File: src/rtl/flag_check_pkg.sv
// Shared definitions for the sequential flag checker: FSM states, default
// geometry and a small helper for sizing index fields.
package flag_check_pkg;

  localparam int DEFAULT_WIDTH     = 32;
  localparam int DEFAULT_NUM_WORDS = 8;

  // Checker control states. RUN accepts words, DONE holds the verdict.
  typedef enum logic [1:0] {
    IDLE = 2'd0,
    RUN  = 2'd1,
    DONE = 2'd2
  } state_t;

  // Width of a word index. A single-word flag still needs one bit so that
  // the index and first_bad ports never collapse to zero width.
  function automatic int index_width(input int n);
    return (n > 1) ? $clog2(n) : 1;
  endfunction

  // Width of a counter able to hold the values 0..n inclusive.
  function automatic int count_width(input int n);
    return (n > 0) ? $clog2(n + 1) : 1;
  endfunction

endpackage

File: src/rtl/flag_word_diff.sv
// Per-word syndrome: un-masks one received word with the mask key word and
// compares it against the expected word. A zero diff means the word is right.
module flag_word_diff
  import flag_check_pkg::*;
#(
  parameter int WIDTH = DEFAULT_WIDTH
) (
  input  logic [WIDTH-1:0] in_data,
  input  logic [WIDTH-1:0] mask_word,
  input  logic [WIDTH-1:0] check_word,
  output logic [WIDTH-1:0] diff,
  output logic             nonzero
);

  // Syndrome bits are set exactly where the un-masked word differs from the key.
  always_comb begin
    diff    = (in_data ^ mask_word) ^ check_word;
    nonzero = |diff;
  end

endmodule

File: config.mk
export PLATFORM = sky130hd
export DESIGN_NAME = flag_word_diff
export DESIGN_NICKNAME = d
export VERILOG_FILES = /design/src/rtl/flag_check_pkg.sv /design/src/rtl/flag_word_diff.sv
export SDC_FILE = /design/constraint.sdc
export NUM_CORES = 1
export LEC_CHECK = 0
export CELL_PAD_IN_SITES_DETAIL_PLACEMENT = 1
export CELL_PAD_IN_SITES_GLOBAL_PLACEMENT = 1
export CORE_ASPECT_RATIO = 1.5
export CORE_UTILIZATION = 13
export DETAILED_ROUTE_END_ITERATION = 12
export PLACE_DENSITY_LB_ADDON = 0.1
export SLEW_MARGIN = 0
export SYNTH_ARGS = -nofsm -noshare
export SYNTH_HDL_FRONTEND = slang
export SYNTH_SLANG_ARGS = --single-unit
File: constraint.sdc
create_clock -name vclk -period 0.97
set_input_delay 0.097 -clock vclk [all_inputs]
set_output_delay 0.097 -clock vclk [all_outputs]
set_load 0.01 [all_outputs]
Yosys cells after proc, flatten, opt, wreduce, memory -nomap -nowiden
Index checks and enable logic that the tools add are counted.
{ "word_totals": {"regBits": 0, "wordCells": 3, "out_inout_bits": 33, "inputBits": 96} }
{ "op_classes": {"reduce_logical": 1, "bitwise_logic": 2} }
{ "op_table": {"columns": ["cell", "count"], "rows": [
  ["32-bit bitwise XOR", 2],
  ["32-bit OR reduction", 1]
]} }

Depth between registers and ports, before layout
{ "logic_depth": {"word_depth": 3, "depth_mapped": 4} }

Least setup slack after synthesis
OpenSTA, ideal clock, no wires.
{ "synth_path": {"kind": "input -> output", "startpoint": "in mask_word[6]", "endpoint": "out nonzero", "setup_slack_ns": -0.097, "cell_stages": 4, "n_path_buf": 0, "arrival_ns": 0.970, "path_cell_list": "xnor3_1 > nand4_1 > nor4_1 > nand4_1"} }
{ "synth_between": {"elab_chain_cells": 3} }
{ "synth_lines": {"columns": ["item", "line", "rtl"], "rows": [
  ["start: declaration", "flag_word_diff.sv:9", "input logic [WIDTH-1:0] mask_word,"],
  ["32-bit bitwise XOR (2 in a row)", "flag_word_diff.sv:17", "diff = (in_data ^ mask_word) ^ check_word;"],
  ["32-bit OR reduction", "flag_word_diff.sv:18", "nonzero = |diff;"],
  ["end: declaration", "flag_word_diff.sv:12", "output logic nonzero"]
]} }
No other way between the ends.

Worst setup path after layout
{ "layout_path": {"startpoint": "in check_word[15]", "endpoint": "out nonzero"} }
{ "layout_between": {"elab_chain_cells": 2} }
{ "layout_lines": {"columns": ["item", "line", "rtl"], "rows": [
  ["start: declaration", "flag_word_diff.sv:10", "input logic [WIDTH-1:0] check_word,"],
  ["32-bit bitwise XOR", "flag_word_diff.sv:17", null],
  ["32-bit OR reduction", "flag_word_diff.sv:18", null]
]} }
No other way between the ends.

==> results.ini <==
[synthesis]
ys_types=7
syn_inst=75
netlist_area_um2=823
synth_area_leader_cell=xnor3_1
synth_top_area_frac=0.520
syn_avg_cell_area_um2=11.0
ys_warn_count=0
synth_nets=171
synthTopCellsByArea=xnor3_1 (52%), xnor2_1 (21%), inv_1 (10%)
ys_seq_area_frac=0

[critical_path]
path_class=in2out
cp_max_fo=2
start_kind=input pin
endpoint_kind=primary output
cpMaxStageDelayCell=xnor3_2
crit_buf_inv=2
cp_top_family=simple AND/OR/NAND/NOR gates
arrival_ns=1.32
crit_path_frequent_cell=nand4_1
worstPathCellList=buf_6 -> xnor3_2 -> nand4_1 -> nor4_2 -> nand4_1 -> buf_2
max_stage_delay_ns=0.39
required_ns=0.87

[global_routing]
grt_antenna_before_repair=0
overflow=0
grt_pass1_wl_mm=5.82
grt_max_degree=3
track_usage=0.111
grt_pass1_vias=1322

[timing]
setup_ws_ns=-0.451
fin_crit_sh=1.46
worst_slew_pin_slew_ns=0.271
clock.fmax_mhz=704
max_slew_margin=0.818
setup_violations=1
hold_viol=0
period_needed_ns=1.42
slew_viol_final=0
rsz0062_at_grt=yes

[layout]
drive_above_1_share=0.698
seq_area_um2=0
layout_commonest_cell=buf_6
nNetsFinal=323
final_cell_mix=buf_6 (41), buf_2 (39), buf_4 (20)
utilization=0.377
diodes=0
n_clock_buffer=0
design.seq.count=0
syn2layout_area_growth_pct=181

[outcome]
violations=negative setup slack
status=finished with violations

[power]
irDropWorstVdd_v=0.000295
pwr_density_cell_nw_per_um2=714
p_leak_nw=1.34

[floorplan]
chipHeight_um=99.5
ios=129
initial_core_util=0.134
die_x_um=67.0
core-area_um2=6130
fp-row-count=35
die_area_um2=6660

[place]
portBuffers=129
hpwlAfterDp_mm=3.39
post-place-ws_ns=-1.21
gp_congestion=0.673

[routing]
drt_iter0_drc=4
viasPerCell=3.85
final_antenna_net_count=0
dr.pass1.iters=2
routed_wl_mm=3.86
route.detailed.drc=0
via_count=1152
wl_per_cell_um=12.9

[job]
cap_violations=0

[worst_hold_path]
holdCritPathClass=in2out

[routing by layer]
layer  track usage  vias up  wire, um
met5             0        -         0
li1              -      547         -
met3        0.0378        0       638
met4             0        0         0
met2         0.242       95      2150
met1        0.0957      510      1070
[worst paths after layout]
kind / from / endpoint / slack (ns) / cells past startpoint
max: check_word[15] / nonzero / -0.45 / 6
min: check_word[30] / diff[30] / 0.61 / 4
[cell usage after synthesis]
| cell type | instances |
|---|---|
| xnor2_1 | 20 |
| nand4_1 | 6 |
| nor4_1 | 4 |
| inv_1 | 22 |
| nand2_1 | 1 |
| xnor3_1 | 19 |
| xnor3_2 | 3 |
[worst min-delay path: cells and delay by family]
family	cells	cell delay, ns
buffers and inverters	3	0.26
XOR/XNOR	1	0.16
[repair_timing]
item,in CTS,in global routing
pin swaps,51,26
setup buffers,13,8
endpoints found under the setup margin,33,27
endpoints found under the hold margin,0,0
gates resized for setup,411,69
hold buffers,0,0
[layout make-up]
class,count,area [um2]
Fill cell,709,3820
Inverter,22,82.6
Multi-Input combinational cell,53,940
Tap cell,74,92.6
Timing Repair Buffer,150,1200
[through the flow]
step           total power, W  area, um2  hold WS (ns)  TNS [ns]  std cells
2_1_floorplan        0.000565        823         0.294   -0.0974         75
3_3_place_gp          0.00153       2280          1.24    -22.84        288
3_5_place_dp          0.00155       2280          1.25    -23.50        288
4_1_cts               0.00159       2300         0.654    -0.533        298
5_1_grt               0.00178       2310         0.642    -0.560        299
6_report              0.00165       2310         0.606    -0.451        299
[logic make-up (layout without fill, tap and decap cells)]
family                 Yosys count  count (layout)  share of synthesized area
XOR/XNOR                        42              42                      0.819
buffers and inverters           22             172                      0.100
AND/OR/NAND/NOR                 11              11                     0.0805
[power by group]
group / internal [W] / switching, W / leakage (nW)
Combinational: 0.00105 / 0.000605 / 1.34
Sequential: 0 / 0 / 0
Clock: 0 / 0 / 0
No activity file was read; power rests on OpenSTA's default activity.
==> edit (same flow settings) <==
`DEFAULT_WIDTH`: 32 -> 36.
--- a/src/rtl/flag_check_pkg.sv
+++ b/src/rtl/flag_check_pkg.sv
@@ -2,7 +2,7 @@
 // geometry and a small helper for sizing index fields.
 package flag_check_pkg;
 
-  localparam int DEFAULT_WIDTH     = 32;
+  localparam int DEFAULT_WIDTH     = 36;
   localparam int DEFAULT_NUM_WORDS = 8;
 
   // Checker control states. RUN accepts words, DONE holds the verdict.
Ports: changed (resized check_word, diff, in_data and mask_word); port bits go from 129 to 145. The function was not compared with the original's and may differ.
==> edit against the original RTL <==
The run still ends with negative setup slack left; sequential share of layout area is the same; via count grew 13%; power is 10% higher; cell count up 18%; setup slack worse by 0.13 ns; routed wire length up 8.5%; critical path depth grew 1; hold slack worse by 0.016 ns; design area increased by 14%; global-route usage is 0.66 points lower; area after synthesis rose by 16%.
==> edit: results (changes against the original RTL) <==
nets@finish=365 (was 323); failing checks=negative setup slack (unchanged); slack of the critical path=-0.576 ns (was -0.451 ns); Non-Filler Instances=352 (was 299); most frequent cells after synthesis=28 x inv_1, 25 x xnor3_1, 16 x xnor2_1, 7 x nand4_1, 4 x nor4_1 (was 22 x inv_1, 20 x xnor2_1, 19 x xnor3_1, 6 x nand4_1, 4 x nor4_1); GRT Util Overall=10.5% (was 11.1%); Port Buffers=145 (was 129); highest routed layer=met4 (was met3); WL per Instance=11.9 um (was 12.9 um); Final TNS setup=-0.768 ns (was -0.451 ns); share of cells above drive strength 1=62.0% (was 69.8%); measured slew at the worst slew-check pin=0.243 ns (was 0.271 ns); DR iter-0 viols=2 (was 4); Leakage=1.52 nW (was 1.34 nW); synth top area cells=xnor3_1 59%, xnor2_1 15%, inv_1 11%, xnor3_2 7.5%, nand4_1 4.6% (was xnor3_1 52%, xnor2_1 21%, inv_1 10%, xnor3_2 8.7%, nand4_1 4.6%); post-layout utilization of the core=37.7% (about the same); Inst Count DP=334 (was 288); Syn Nets=193 (was 171); status=finished with violations (unchanged); GP Congestion=0.679 (was 0.673); DP HPWL=3740 um (was 3390 um); num sequential=0 (unchanged); Pint=0.00117 W (was 0.00105 W); met2 Usage GRT=20.8% (was 24.2%); Vias/cell=3.71 (was 3.85); met3 Usage GRT=6.30% (was 3.78%); endpoints failing setup=3 (was 1); post-synthesis instance total=85 (was 75); VDD IR max=228 uV (was 295 uV); first-pass GRT wire length=6420 um (was 5820 um); Worst EP arrival=1.45 ns (was 1.32 ns)
[edit: cell count changes after synthesis]
| cell | before | now |
|---|---|---|
| xnor2_1 | 20 | 16 |
| inv_1 | 22 | 28 |
| xnor3_1 | 19 | 25 |
| nand4_1 | 6 | 7 |
| nand2_1 | 1 | 2 |
[edit: layout make-up]
cell class / count / area (um^2) / area share, %
Timing Repair Buffer: 170 / 1380 / 52.4
Inverter: 28 / 108 / 4.09
Multi-Input combinational cell: 57 / 1020 / 38.9
Tap cell: 97 / 121 / 4.61
[edit: worst max-delay path, delay by kind of cell]
family	cells	cell delay, ns
buffers and inverters	3	0.41
and+or+nand+nor	3	0.56
xor gates and xnor gates	1	0.39
[edit: path summary, 6_finish.rpt]
path,from,endpoint,slack [ns],cells after the start
min,check_word[31],diff[31],0.59,4
max,mask_word[35],nonzero,-0.58,7
[edit: cells by family (layout without fill, tap and decap cells)]
| kind of cell | count (synthesis) | in the layout | share of synthesized area, % |
|---|---|---|---|
| simple gates | 13 | 13 | 7.98 |
| xor+xnor | 44 | 44 | 81.0 |
| buf+inv | 28 | 198 | 11.0 |
[edit: through the flow]
stage / hold WS (ns) / setup WS (ns) / total power (W) / area [um^2]
global route: 0.628 / -0.656 / 0.00195 / 2630
global placement: 1.24 / -1.24 / 0.00170 / 2580
floorplan: 0.294 / -0.0974 / 0.000648 / 956
CTS: 0.646 / -0.592 / 0.00174 / 2590
detailed placement: 1.23 / -1.33 / 0.00170 / 2580
finish: 0.590 / -0.576 / 0.00182 / 2630
[edit: repair_timing]
item                                    4_1_cts  5_1_grt
gates resized for setup                     429       88
endpoints found under the setup margin       37       33
buffers inserted                             16        8
pin swaps                                    54       41
